[config.mk]
export PLATFORM = sky130hd
export DESIGN_NAME = pc_redirect_unit_flat
export DESIGN_NICKNAME = d
export VERILOG_FILES = /design/src/rtl/legv8_fetch_pkg.sv /design/src/rtl/pc_redirect_unit_if.sv /design/src/rtl/pc_target_adder.sv /design/src/rtl/pc_redirect_unit.sv /design/src/flat_wrapper.sv
export SDC_FILE = /design/constraint.sdc
export NUM_CORES = 1
export LEC_CHECK = 0
export CORE_MARGIN = 5
export CORE_UTILIZATION = 50
export DETAILED_ROUTE_END_ITERATION = 10
export PLACE_DENSITY = 0.8
export SLEW_MARGIN = 20
export SYNTH_ARGS = -nofsm -noshare
export SYNTH_HDL_FRONTEND = slang
export SYNTH_SLANG_ARGS = --single-unit
[constraint.sdc]
create_clock -name clk -period 4.43 [get_ports clk]
set_input_delay 0.886 -clock clk [delete_from_list [all_inputs] [get_ports clk]]
set_output_delay 0.886 -clock clk [all_outputs]
set_load 0.03 [all_outputs]
[src/rtl/legv8_fetch_pkg.sv]
// legv8_fetch_pkg: shared widths, fetch increment and redirect FSM states for the fetch PC unit
package legv8_fetch_pkg;
  localparam int ADDR_W = 64;
  localparam int INSN_BYTES_C = 4;
  typedef enum logic [0:0] {RUN = 1'b0, PENDING = 1'b1} redirect_state_t;
endpackage

[src/rtl/pc_redirect_unit_if.sv]
// pc_redirect_unit_if: RF-stage branch handshake plus fetch-side outputs of the PC redirect unit
interface pc_redirect_unit_if;
  import legv8_fetch_pkg::*;
  logic stall;
  logic br_valid;
  logic br_taken;
  logic [ADDR_W-1:0] br_pc;
  logic [ADDR_W-1:0] br_offset;
  logic br_ack;
  logic [ADDR_W-1:0] pc;
  logic flush_if;
  logic [31:0] taken_cnt;
  logic [31:0] ntaken_cnt;
  modport master(output stall, br_valid, br_taken, br_pc, br_offset,
                 input br_ack, pc, flush_if, taken_cnt, ntaken_cnt);
  modport slave(input stall, br_valid, br_taken, br_pc, br_offset,
                output br_ack, pc, flush_if, taken_cnt, ntaken_cnt);
endinterface

[src/rtl/pc_target_adder.sv]
// pc_target_adder: combinational branch target, br_pc + br_offset with silent 64-bit wrap
module pc_target_adder
  import legv8_fetch_pkg::*;
(
  input  logic [ADDR_W-1:0] i_br_pc,
  input  logic [ADDR_W-1:0] i_br_offset,
  output logic [ADDR_W-1:0] o_target
);
  assign o_target = i_br_pc + i_br_offset;
endmodule

[src/rtl/pc_redirect_unit.sv]
// pc_redirect_unit: fetch PC owner that redirects on taken branches, deferring across stalls
// Optional branch statistics counters are built when REDIRECT_STATS_EN is defined.
module pc_redirect_unit
  import legv8_fetch_pkg::*;
#(
  parameter logic [ADDR_W-1:0] RESET_PC = '0,
  parameter int INSN_BYTES = INSN_BYTES_C
) (
  input logic clk,
  input logic reset,
  pc_redirect_unit_if.slave bus
);
  redirect_state_t r_state;
  logic [ADDR_W-1:0] r_pc, r_pending, w_target, w_seq_pc;
  logic r_ack, r_flush, w_accept, w_taken;
  pc_target_adder u_adder (
    .i_br_pc(bus.br_pc),
    .i_br_offset(bus.br_offset),
    .o_target(w_target)
  );
  assign w_seq_pc = bus.stall ? r_pc : r_pc + ADDR_W'(INSN_BYTES);
  // br_valid is still high the cycle after an ack while RF drops it; ignore it then
  assign w_accept = (r_state == RUN) && bus.br_valid && !r_ack;
  assign w_taken = w_accept && bus.br_taken;
  always_ff @(posedge clk) begin
    if (reset) begin
      r_state <= RUN;
      r_pc <= RESET_PC;
      r_pending <= '0;
      r_ack <= 1'b0;
      r_flush <= 1'b0;
    end else begin
      r_ack <= w_accept;
      r_flush <= w_taken;
      if (r_state == PENDING) begin
        if (!bus.stall) begin
          r_pc <= r_pending;
          r_state <= RUN;
        end
      end else if (w_taken && bus.stall) begin
        r_pending <= w_target;
        r_state <= PENDING;
      end else begin
        r_pc <= w_taken ? w_target : w_seq_pc;
      end
    end
  end
  assign bus.pc = r_pc;
  assign bus.br_ack = r_ack;
  assign bus.flush_if = r_flush;
`ifdef REDIRECT_STATS_EN
  logic [31:0] r_taken_cnt, r_ntaken_cnt;
  always_ff @(posedge clk) begin
    if (reset) begin
      r_taken_cnt <= '0;
      r_ntaken_cnt <= '0;
    end else begin
      if (w_taken && !(&r_taken_cnt)) r_taken_cnt <= r_taken_cnt + 32'd1;
      if (w_accept && !bus.br_taken && !(&r_ntaken_cnt)) r_ntaken_cnt <= r_ntaken_cnt + 32'd1;
    end
  end
  assign bus.taken_cnt = r_taken_cnt;
  assign bus.ntaken_cnt = r_ntaken_cnt;
`else
  assign bus.taken_cnt = '0;
  assign bus.ntaken_cnt = '0;
`endif
endmodule

[src/flat_wrapper.sv]
// flat-port wrapper written by rule: the top's interface ports become plain ports
module pc_redirect_unit_flat import legv8_fetch_pkg::*;
#(
  parameter logic [ADDR_W-1:0] RESET_PC = '0,
  parameter int INSN_BYTES = INSN_BYTES_C
)
  (clk, reset, bus_stall, bus_br_valid, bus_br_taken, bus_br_pc, bus_br_offset, bus_br_ack, bus_pc, bus_flush_if, bus_taken_cnt, bus_ntaken_cnt);
  pc_redirect_unit_if bus_i ();
  input logic clk;
  input logic reset;
  input wire logic [$bits(bus_i.stall)-1:0] bus_stall;
  input wire logic [$bits(bus_i.br_valid)-1:0] bus_br_valid;
  input wire logic [$bits(bus_i.br_taken)-1:0] bus_br_taken;
  input wire logic [$bits(bus_i.br_pc)-1:0] bus_br_pc;
  input wire logic [$bits(bus_i.br_offset)-1:0] bus_br_offset;
  output wire logic [$bits(bus_i.br_ack)-1:0] bus_br_ack;
  output wire logic [$bits(bus_i.pc)-1:0] bus_pc;
  output wire logic [$bits(bus_i.flush_if)-1:0] bus_flush_if;
  output wire logic [$bits(bus_i.taken_cnt)-1:0] bus_taken_cnt;
  output wire logic [$bits(bus_i.ntaken_cnt)-1:0] bus_ntaken_cnt;
  assign bus_i.stall = bus_stall;
  assign bus_i.br_valid = bus_br_valid;
  assign bus_i.br_taken = bus_br_taken;
  assign bus_i.br_pc = bus_br_pc;
  assign bus_i.br_offset = bus_br_offset;
  assign bus_br_ack = bus_i.br_ack;
  assign bus_pc = bus_i.pc;
  assign bus_flush_if = bus_i.flush_if;
  assign bus_taken_cnt = bus_i.taken_cnt;
  assign bus_ntaken_cnt = bus_i.ntaken_cnt;
  pc_redirect_unit #(.RESET_PC(RESET_PC), .INSN_BYTES(INSN_BYTES)) u_core (.clk(clk), .reset(reset), .bus(bus_i));
endmodule
==> impl_results.md <==
- Clk sinks: 131
- VDD IR max: 257.0 uV
- Fmax: 239.7 MHz
- Post-DR wirelength/cell: 18.88 um
- Rows: 55
- Area of the multi-input gates: 7863 sq um
- Hold buffer count at CTS: 0
- DRC Markers: 0
- Share of layout cells above drive strength 1: 0.07368
- Antenna diodes: 0
- Buffers & Inverters on Critical Path: 1
- Status: finished clean
- Largest net degree at the start of global routing: 59
- Worst Setup Start Kind: input port
- First-pass GRT wire length: 58670 um
- Clk slew on worst S/H paths: 0.06 ns
- Average cell area after synthesis: 7.427 sq um
- Via count of the first global-routing pass: 11356
- Register area share after synthesis: 0.2320
- Hold WS: 0.4554 ns
- Hold-critical path depth: 2
- MaxCap Viol Count: 0
- Peak-usage layer in the global routing report: met2
- IO buf count: 198
- HP Start: u_core.r_pending[38]$_SDFFE_PP0P_
- Worst path most repeated cell: nand2_1
- Detailed Place HPWL: 27690 um
- Setup violations, final: 0
- Rel. slew slack: 0.4198
- Final Hold Viols: 0
- DR pass1 iterations: 5
- Delay-heaviest family, CP: compound AO/OA/AOI/OAI gates
- Yosys top cell by area: dfxtp_1
- Fillers: 1991
- Finished Cell Area: 13920 sq um
- Gate Count Post-Synth: 1522
- RSZ-0062 raised after global routing: no
- CTS tree: built
- Final Cycle Share: 0.9417
- Slowest CP cell: a2111oi_2
- Slew Limit Fails: 0
- Commonest non-fill, non-tap cell in the layout: nand2_1
- Worst r2r src: u_core.bus.pc[28]$_SDFFE_PP0P_
- Via/cell ratio: 6.087
- PwrDens: 314.5 nW/um^2
- Placement Cell Area: 13240 sq um
- DRT Wirelength: 37160 um
- Asr flop ratio synth: 0
- Skew-Pair Late Insertion Delay: 0.43 ns
- DRT iter0 DRCs: 1076
- Top cell type's share of synthesized area: 0.2320
- Crit-path max FO: 7
- Critical path class: input port to flip-flop
- Met3 usage: 0.04747
- Netlist Area Pre-Place: 11300 sq um
- Initial antenna violation count: 0
- Total track usage: 0.2753
- Congestion Overflow GR: 0
- Synth warnings: 0
- HP Class: flip-flop to flip-flop
- Root buffer cell: clkbuf_16
- Die height: 160.4 um
- Worst endpoint data arrival time: 4.46 ns
- Crit-path cells: clkdlybuf4s50_1 > ha_1 > a2111oi_1 > o2111ai_1 > nand2_1 > nand2_1 > a2111oi_2 > or4_4 > o21ai_2 > xor2_1 > a222oi_1 > nor3_1
- Routed Antenna Nets: 0
- Commonest register cell after synthesis: dfxtp_1
- Core area: 22430 sq um
- H-tree depth: 4
- Netlist cell types: 91
- Worst endpoint required time: 4.71 ns
- Hold endpoint: u_core.r_pending[38]$_SDFFE_PP0P_
- Die W: 160.4 um
- Critical Path Sink Type: flip-flop
- Worst slew pin tran: 0.8637 ns
- Global routing usage on met2: 0.4555
- Reg2reg setup slack: 1.22 ns
- DR vias: 11979
- Initial cell density of the core: 0.5039
- Full die area: 25720 sq um
- Total Nets Final: 1868
- Area growth, synth to finish: 23.11%
- EDFF count, synth: 0
- Top Ports: 263
- Crit-path max cell delay: 0.71 ns
- GR Util met1: 0.3578
- TritonCTS Buffers: 17
- R2r worst-path depth: 10
- Commonest non-fill, non-tap cells in the layout: nand2_1, clkdlybuf4s50_1, a21oi_1
- Post-CTS setup buffer count: 0
- Static Leakage: 5.439 nW
- Clock Path Buffers: 2
- Ranking of synthesized cells by area: dfxtp_1, a21oi_1, ha_1, nand2_1, xnor2_1
- GPL Wtd Cong: 0.9338
- Reg-to-reg endpoint: u_core.bus.pc[45]$_SDFFE_PP0P_
- FF+latch count, synth: 131
- Tmin final: 4.172 ns
- Worst Skew: 0.007019 ns
- Reg area: 2624 sq um
==> state kept, by name, indices dropped and copies added (netlist names) <==
name / cells
u_core.bus.br_ack: 1
u_core.bus.flush_if: 1
u_core.bus.pc: 64
u_core.r_pending: 64
u_core.r_state: 1
==> final cells by class <==
| type | count | area share |
|---|---|---|
| multi-input combinational | 1244 | 0.5650 |
| sequential | 131 | 0.1885 |
| timing repair buffer | 233 | 0.1607 |
| clock buffer | 21 | 0.03452 |
| tap | 285 | 0.02562 |
| clock inverter | 11 | 0.01402 |
| inverter | 43 | 0.01160 |
==> logic make-up (layout without fill, tap and decap cells) <==
group,count (synthesis),count (layout),share of synthesized area
muxes,4,4,0.003542
adders and majority gates,65,65,0.07261
AOI/OAI and AO/OA,472,472,0.2840
DFF,131,131,0.2320
other,1,64,0.0003317
buffers and inverters,210,308,0.09397
xor gates and xnor gates,105,105,0.08135
and+or+nand+nor,534,534,0.2322
==> where the power goes <==
part	leakage, nW	switching (W)	total [W]	internal [W]
clock network	0.334	0.000553	0.00162	0.00106
logic	4.04	0.000867	0.00143	0.000563
registers	1.07	0.0000835	0.00133	0.00125
total	5.44	0.00150	0.00438	0.00287
==> routing by layer <==
metal / part of all wire / wire length, um
met1: 0.41 / 15110
met2: 0.47 / 17500
met3: 0.092 / 3403
met4: 0.031 / 1141
met5: 0 / 0
==> metrics by stage <==
| stage | power, W | std cells | worst slack, ns | utilization | setup TNS, ns |
|---|---|---|---|---|---|
| after global routing | 0.004556 | 1968 | 0.1413 | 0.6204 | 0 |
| final | 0.004377 | 1968 | 0.2581 | 0.6204 | 0 |
| after floorplan | 0.002313 | 1585 | 0.8879 | - | 0 |
| after detailed placement | 0.002753 | 1936 | -0.3069 | 0.5902 | -1.622 |
| after CTS | 0.004365 | 1968 | 0.1456 | 0.6203 | 0 |
| after global placement | 0.002738 | 1936 | -0.3086 | 0.5902 | -1.658 |
==> tightest hold or removal path: stages (launching register included) <==
cell and delay, ns:
dfxtp_1 0.31, nand2_1 0.05, a21oi_1 0.05
==> what timing repair did <==
item | CTS | global route
endpoints found under the hold margin | 0 | 0
setup endpoints to repair | 0 | 1
gates resized for setup | 0 | 1
==> synthesized netlist by cell type (11+ instances only) <==
cell and number:
xor2_1 43, a21o_1 39, o221ai_1 11, o21ai_0 76, nor2_1 115, a31oi_1 14
and3_1 14, a221oi_1 27, and4_1 11, ha_1 64, a21oi_1 164, nor2b_1 20
nand2_1 201, buf_4 65, o21bai_1 13, o21a_1 17, clkbuf_1 69, nor3_1 30
dfxtp_1 131, nand3_1 47, xnor2_1 62, buf_2 21, nand4_1 34, inv_1 43
==> how the worst max path moves through the flow <==
stage / end / slack [ns] / cells past startpoint / from
finish: u_core.bus.pc[54]$_SDFFE_PP0P_ / 0.26 / 12 / bus_br_offset[45]
global route: u_core.bus.pc[54]$_SDFFE_PP0P_ / 0.14 / 12 / bus_br_offset[45]
CTS: u_core.bus.pc[54]$_SDFFE_PP0P_ / 0.15 / 12 / bus_br_offset[45]
detailed placement: u_core.bus.pc[54]$_SDFFE_PP0P_ / -0.31 / 12 / bus_br_offset[45]
global placement: u_core.bus.pc[54]$_SDFFE_PP0P_ / -0.31 / 12 / bus_br_offset[45]
floorplan: u_core.r_pending[56]$_SDFFE_PP0P_ / 0.89 / 12 / bus_br_offset[0]
Power figures use the tool's default switching activity.
==> edit, RTL diff (config.mk and constraints unchanged) <==
The option `REDIRECT_STATS_EN` is turned on by a define.
--- a/src/rtl/pc_redirect_unit.sv
+++ b/src/rtl/pc_redirect_unit.sv
@@ -2,2 +2,4 @@
 // Optional branch statistics counters are built when REDIRECT_STATS_EN is defined.
+`define REDIRECT_STATS_EN
+
 module pc_redirect_unit
Formal check against the unedited RTL: not equivalent (a bounded check fails within 4 cycles, from zero or initial values and one cycle with reset high).
==> edit against the original RTL <==
  * Synthesized area rose by 19%
  * Power rose by 12%
  * Highest routed layer unchanged
  * Design area rose by 23%
  * Wire length rose by 15%
  * Synthesized cell count rose by 16%
  * Critical path type unchanged
  * Count of clock-buffer cells in the layout fell by 2
  * Sequential cell count rose by 64
  * Cell count rose by 20%
  * Worst setup slack improved by 290 ps
==> edit: results (changes against the original RTL) <==
metric;value;unit;change
outcome;complete, no violations;;
leakage power;0.00647;uW;+19%
Pwr Density;287;nW/um2;-8.8%
gr usage total;26.8;%;-0.76 points
max_slew headroom;39.5;%;-2.5 points
initial DRC count;1525;;+42%
Clock Buffer Count;19;;-9.5%
R2R Setup Slk;1090;ps;-130 ps
hold crit path type;reg2reg;;
Layout fillers;2297;;+15%
initial antenna violation count;1;;+1
Critical path origin;bus_br_pc[0];;
Post-synth top cells;dfxtp_1, nand2_1, nor2_1;;
share of post-route cells with drive strength above 1;6.61;%;-0.76 points
worst reg2reg startpoint;u_core.bus.pc[6];;
Final GP Congestion;0.917;;-1.8%
crit path to;u_core.bus.pc[34];;
Fin Clk Skew;8.63;ps;+1.62 ps
P_comb;1390;uW;-3%
slowest CP cell;clkdlybuf4s50_1;;
CP max FO;3;;-4
fraction of area in multi-input gates;52.0;%;-4.4 points
vias in the first global route;13489;;+19%
adder-cell area share of the yosys netlist;6.30;%;-0.96 points
ant diodes;1;;+1
post-synthesis compound-gate area fraction;24.2;%;-4.2 points
Seq/total area;22.8;%;+4.0 points
worst r2r dst;u_core.bus.pc[37];;
layout inverter count without the clock tree;53;;+23%
Multi-In Gates;1414;;+14%
largest net degree at the start of global routing;138;;+130%
Hold WS;456;ps;+0.618 ps
Non-CTS buffers;319;;+37%
mux cell area share after synthesis;0.522;%;+0.17 points
first-pass GRT wire length;68400;um;+17%
Net Sw Frac;32.4;%;-2.0 points
via count;14129;;+18%
Synth Area in XOR/XNOR;10.6;%;+2.5 points
top post-synthesis cells by area;dfxtp_1, a21oi_1, ha_1;;
maximum VDD drop;0.293;mV;+14%
synthesized flop and latch total;195;;+49%
Layout clock area frac;3.49;%;-1.4 points
CP arrival;4200;ps;-260 ps
Critical Path Max Stage Delay;420;ps;-290 ps
post-synthesis sequential area ratio;29.1;%;+5.9 points
I/O Buffers;262;;+32%
Detail Placement HPWL;31400;um;+13%
==> edit: cell types whose count changed after synthesis, sizes merged, moves of 10 or more <==
| cell | before | now |
|---|---|---|
| a21oi | 168 | 178 |
| nor2 | 115 | 190 |
| xnor2 | 62 | 94 |
| xor2 | 43 | 69 |
| and3 | 14 | 33 |
| inv | 43 | 53 |
| dfxtp | 131 | 195 |
| a221oi | 31 | 45 |
| nand3 | 49 | 80 |
| buf | 95 | 23 |
==> edit: per-stage QoR <==
| step | cell area [um2] | instances | setup slack [ps] |
|---|---|---|---|
| 6_report | 17100 | 2354 | 546 |
| 2_1_floorplan | 13400 | 1765 | 806 |
| 3_5_place_dp | 16500 | 2322 | 146 |
| 5_1_grt | 17100 | 2354 | 307 |
| 3_3_place_gp | 16500 | 2322 | 176 |
| 4_1_cts | 17100 | 2353 | 578 |
==> edit: layer usage <==
metal	track usage [%]	vias up	part of all wire [%]
li1	-	6803	-
met1	35.6	6550	42
met2	44.5	679	46
met3	3.93	97	8.5
met4	9.34	0	3.0
met5	0	-	0
